--- src/rtl/div_unit.sv ---
// div_unit: iterative radix-2 restoring divider for MIPS DIV/DIVU, feeding HI (remainder) and LO (quotient).
// Optional macro DIV_ZERO_FLAG_EN adds div_zero and suppresses HI/LO writes on divide by zero.
module div_unit #(
    parameter int WIDTH = 32
) (
    input  logic             clk,
    input  logic             rst,
    input  logic             start,
    input  logic             is_signed,
    input  logic [WIDTH-1:0] dividend,
    input  logic [WIDTH-1:0] divisor,
    output logic             busy,
    output logic             done,
    output logic [WIDTH-1:0] hi_out,
    output logic [WIDTH-1:0] lo_out,
    output logic             hi_we,
`ifdef DIV_ZERO_FLAG_EN
    output logic             lo_we,
    output logic             div_zero
`else
    output logic             lo_we
`endif
);
    localparam int CW = $clog2(WIDTH + 1);
    typedef enum logic [1:0] {IDLE, CALC, DONE} state_t;
    state_t           state_q;
    logic [WIDTH-1:0] rem_q, quo_q, dvs_q, raw_q, hi_q, lo_q;
    logic [CW-1:0]    cnt_q;
    logic             q_neg_q, r_neg_q, dz_q, busy_q, done_q, we_q;
    logic [WIDTH:0]   diff;
    logic [WIDTH-1:0] rem_d, quo_d, a_dvd, a_dvs, hi_d, lo_d;
`ifdef DIV_ZERO_FLAG_EN
    logic             dzf_q;
    assign div_zero = dzf_q;
`endif
    assign busy   = busy_q;
    assign done   = done_q;
    assign hi_out = hi_q;
    assign lo_out = lo_q;
    assign hi_we  = we_q;
    assign lo_we  = we_q;
    // One restoring step: trial subtract on the shifted partial remainder, WIDTH+1 bits wide.
    always_comb begin
        diff  = {rem_q, quo_q[WIDTH-1]} - {1'b0, dvs_q};
        rem_d = diff[WIDTH] ? {rem_q[WIDTH-2:0], quo_q[WIDTH-1]} : diff[WIDTH-1:0];
        quo_d = {quo_q[WIDTH-2:0], ~diff[WIDTH]};
        a_dvd = (is_signed && dividend[WIDTH-1]) ? -dividend : dividend;
        a_dvs = (is_signed && divisor[WIDTH-1]) ? -divisor : divisor;
        lo_d  = dz_q ? '1 : q_neg_q ? -quo_q : quo_q;
        hi_d  = dz_q ? raw_q : r_neg_q ? -rem_q : rem_q;
    end
    // CALC runs WIDTH steps, then one sign-fix cycle that registers results on entry to DONE.
    always_ff @(posedge clk or posedge rst) begin
        if (rst) begin
            state_q <= IDLE;
            rem_q   <= '0;
            quo_q   <= '0;
            dvs_q   <= '0;
            raw_q   <= '0;
            hi_q    <= '0;
            lo_q    <= '0;
            cnt_q   <= '0;
            q_neg_q <= 1'b0;
            r_neg_q <= 1'b0;
            dz_q    <= 1'b0;
            busy_q  <= 1'b0;
            done_q  <= 1'b0;
            we_q    <= 1'b0;
`ifdef DIV_ZERO_FLAG_EN
            dzf_q   <= 1'b0;
`endif
        end else begin
            unique case (state_q)
                IDLE: if (start) begin
                    rem_q   <= '0;
                    quo_q   <= a_dvd;
                    dvs_q   <= a_dvs;
                    raw_q   <= dividend;
                    q_neg_q <= is_signed & (dividend[WIDTH-1] ^ divisor[WIDTH-1]);
                    r_neg_q <= is_signed & dividend[WIDTH-1];
                    dz_q    <= (divisor == '0);
                    cnt_q   <= CW'(WIDTH);
                    busy_q  <= 1'b1;
                    state_q <= CALC;
                end
                CALC: if (cnt_q != '0) begin
                    rem_q <= rem_d;
                    quo_q <= quo_d;
                    cnt_q <= cnt_q - 1'b1;
                end else begin
                    done_q  <= 1'b1;
                    state_q <= DONE;
`ifdef DIV_ZERO_FLAG_EN
                    dzf_q   <= dz_q;
                    we_q    <= !dz_q;
                    if (!dz_q) begin
                        hi_q <= hi_d;
                        lo_q <= lo_d;
                    end
`else
                    we_q    <= 1'b1;
                    hi_q    <= hi_d;
                    lo_q    <= lo_d;
`endif
                end
                DONE: begin
                    done_q  <= 1'b0;
                    we_q    <= 1'b0;
                    busy_q  <= 1'b0;
                    state_q <= IDLE;
`ifdef DIV_ZERO_FLAG_EN
                    dzf_q   <= 1'b0;
`endif
                end
                default: state_q <= IDLE;
            endcase
        end
    end
endmodule

--- config.mk ---
export PLATFORM = sky130hd
export DESIGN_NAME = div_unit
export DESIGN_NICKNAME = d
export VERILOG_FILES = /design/src/rtl/div_unit.sv
export SDC_FILE = /design/constraint.sdc
export NUM_CORES = 1
export LEC_CHECK = 0
export BUFFER_PORTS_ARGS = -buffer_cell sky130_fd_sc_hd__clkbuf_2
export CORE_UTILIZATION = 44
export CTS_CLUSTER_SIZE = 20
export DETAILED_ROUTE_END_ITERATION = 10
export HOLD_SLACK_MARGIN = 0.03
export PLACE_DENSITY_LB_ADDON = 0.08
export SLEW_MARGIN = 0
export SYNTH_ARGS = -nofsm -noshare
export SYNTH_HDL_FRONTEND = slang
export SYNTH_SLANG_ARGS = --single-unit
--- constraint.sdc ---
create_clock -name clk -period 6.6 [get_ports clk]
set_clock_uncertainty 0.15 [all_clocks]
set_input_delay 0.99 -clock clk [delete_from_list [all_inputs] [get_ports clk]]
set_output_delay 0.99 -clock clk [all_outputs]
set_load 0.05 [all_outputs]
==> flow_summary.json <==
{
  "status": "finished, final reports clean",
  "fin_nets": 1724,
  "fin_crit_sh_pct": 60.7,
  "r2r_cells": 12,
  "avgRoutedWirePerCell_um": 16.5,
  "syn-cell-area_um2": 12500,
  "drc_errors": 0,
  "fp-row-count": 61,
  "yosys.area_share.simple_pct": 19.4,
  "root_buffer": "clkbuf_16",
  "peakVddDrop_uv": 226,
  "synthMuxAreaShare_pct": 2.24,
  "slew_headroom_pct": 22.2,
  "cts_resized": 0,
  "hold_viol_final": 0,
  "ys_ff_latch": 205,
  "syn_inst": 1523,
  "synth_edf_count": 0,
  "hold-path-cell-count": 2,
  "wl_mm": 33.1,
  "cts_buffers": 24,
  "first_pass_iters": 5,
  "die_area_um2": 29200,
  "initial_core_util_pct": 44.9,
  "synth_compound_area_share_pct": 19.1,
  "io_pins": 136,
  "crit_path_top_delay_cell": "o311ai_4",
  "synth_xor_xnor_area_share_pct": 10.2,
  "yosys_warnings": 0,
  "critPathMaxFanout": 25,
  "finalSetupViolCount": 0,
  "first_global_vias": 10100,
  "portBuffers": 135,
  "hold_path.class": "flop to flop",
  "p_leak_nw": 6.51,
  "fin_ws_ps": 2590,
  "synth_adder_area_share_pct": 3.95,
  "grt_pass1_wl_mm": 53.8,
  "drtAntennaViolNets": 0,
  "tightest_slew_ps": 1170,
  "cts_max_path_buffers": 3,
  "drv_slew": 0,
  "postCtsSetupRepairBufs": 0,
  "critical_path_class": "flop to flop",
  "grt_max_degree": 172,
  "layoutNonFillerInstCount": 2012,
  "rsz0062_at_grt": "false",
  "antenna_found_initial": 0,
  "grt_usage_pct": 23.1,
  "via_per_inst": 5.34,
  "max_freq_mhz": 249,
  "htree_levels": 1,
  "clkTransAtPathRegs_ps": 60,
  "syn-num-nets": 1630,
  "clk_latency_ps": 520,
  "via_count": 10700,
  "ys_types": 62,
  "cp.required_ps": 6870,
  "die_y_um": 171,
  "final.setup.tns_ps": 0,
  "core_area_um2": 27900,
  "numClockSinks": 205,
  "path_cells": "inv_1 -> ha_1 -> fa_1 -> nand2b_1 -> a21oi_1 -> o21a_1 -> o21ai_1 -> and2_1 -> o311ai_4 -> buf_4 -> nand2_1 -> o21ai_0",
  "critPathLaunchType": "flop",
  "pre_cts_slack_ps": 2590,
  "antenna_cells": 0,
  "dp.cells": 1969,
  "cpPeakStageDelay_ps": 790,
  "crit_family": "compound AO/OA/AOI/OAI gates",
  "cap_violations": 0,
  "power.density_nw_per_um2": 614,
  "cp.arrival_ps": 4280,
  "synthArstFlopShare_pct": 100,
  "area_growth_pct": 14.0,
  "gp_congestion": 0.858,
  "grt_overflow": 0,
  "syn_avg_cell_area_um2": 8.23,
  "period_minus_slack_ps": 4010,
  "endpoint_kind": "flop",
  "dp_hpwl_mm": 23.5,
  "ctsHoldBuffers": 0,
  "cts_tree": "done",
  "cp_num_buf_inv": 2,
  "die_w_um": 171,
  "drt_iter0_markers": 686,
  "cp.depth": 12,
  "synth_top_family_by_area": "simple AND/OR/NAND/NOR gates",
  "drive_above_1_share_pct": 12.4,
  "synth_ff_type": "dfrtp_1",
  "yosysSeqAreaShare_pct": 40.9
}
## worst paths after layout
check | startpoint | to | slack, ps
worst max-delay path | quo_q[31] | rem_q[27] | 2590
worst min-delay path | raw_q[28] | raw_q[28] | 320
worst max register to register | quo_q[31] | rem_q[27] | 2590
worst min register to register | raw_q[28] | raw_q[28] | 320
max in group asynchronous | rst | dz_q | 4370
min in group asynchronous | rst | lo_out[29] | 430
## flip-flops by register name (all words and copies together), names as in the netlist, 2 cells and up
register and cells:
dvs_q 32, state_q 2, quo_q 32, lo_out 32, cnt_q 6, hi_out 32
rem_q 32, raw_q 32
## per-layer routing
layer | global-route usage [%] | wire length (um) | vias to the layer above
met5 | 0 | 0 | -
met4 | 4.43 | 473 | 0
met3 | 2.43 | 1300 | 41
met2 | 38.3 | 15300 | 222
met1 | 32.6 | 16000 | 5018
li1 | - | - | 5462
## tightest hold or removal path, cell delays in order, from the launching register on
cell and delay [ps]:
dfrtp_1 330, nand2_1 50, nand2_1 60
## Yosys cell counts (all sizes together) (14+ instances only)
library cell  count  share of area, %
a21oi           130               5.2
clkbuf           65               1.9
dfrtp           205                41
ha               38               3.8
inv              60               1.8
mux2i            28               2.2
nand2           271               8.1
nand3            36               1.4
nor2            126               3.8
nor3             19              0.76
o21ai           183               7.4
o31ai            25               1.5
o41ai            14               1.0
or3              15              0.79
xnor2            65               4.5
xor2             81               5.7
## area by class of cell
class | instances | area (um^2)
fill | 2792 | 13600
multi-input combinational | 1180 | 6930
sequential | 205 | 5130
timing repair buffer | 146 | 771
clock buffer | 37 | 711
tap | 378 | 473
inverter | 60 | 229
clock inverter | 6 | 57.6
## cells in the final DEF (no fill, tap or decap), types with 38 or more instances in the layout
cell type  count
a21oi_1      130
clkbuf_2     135
dfrtp_1      204
ha_1          38
inv_1         59
nand2_1      270
nor2_1       122
o21ai_0      160
xnor2_1       65
xor2_1        81
## metrics by stage
stage               area, um^2  power [mW]  util [%]  hold WS, ps
floorplan                12500        6.24         -          287
detailed placement       13500        7.49      48.4          309
finish                   14300        8.78      51.2          322
global placement         13500        7.43      48.4          305
global route             14300        9.55      51.2          345
CTS                      14300        8.83      51.2          324
## cell families (layout without fill, tap and decap cells)
logic type / count (synthesis) / in the layout
xor+xnor: 146 / 146
simple gates: 551 / 551
compound gates: 416 / 416
flops: 205 / 205
buf+inv: 138 / 249
mux: 28 / 28
fa+ha+maj: 39 / 39
## power by group
group          total (mW)  internal [mW]  switching (mW)  leakage, nW
registers            2.50           1.87           0.627         2.54
logic                4.97           1.86            3.11         3.60
clock network        1.31          0.777           0.536        0.376
total                8.78           4.51            4.27         6.51
(Power assumes the default switching activity.)
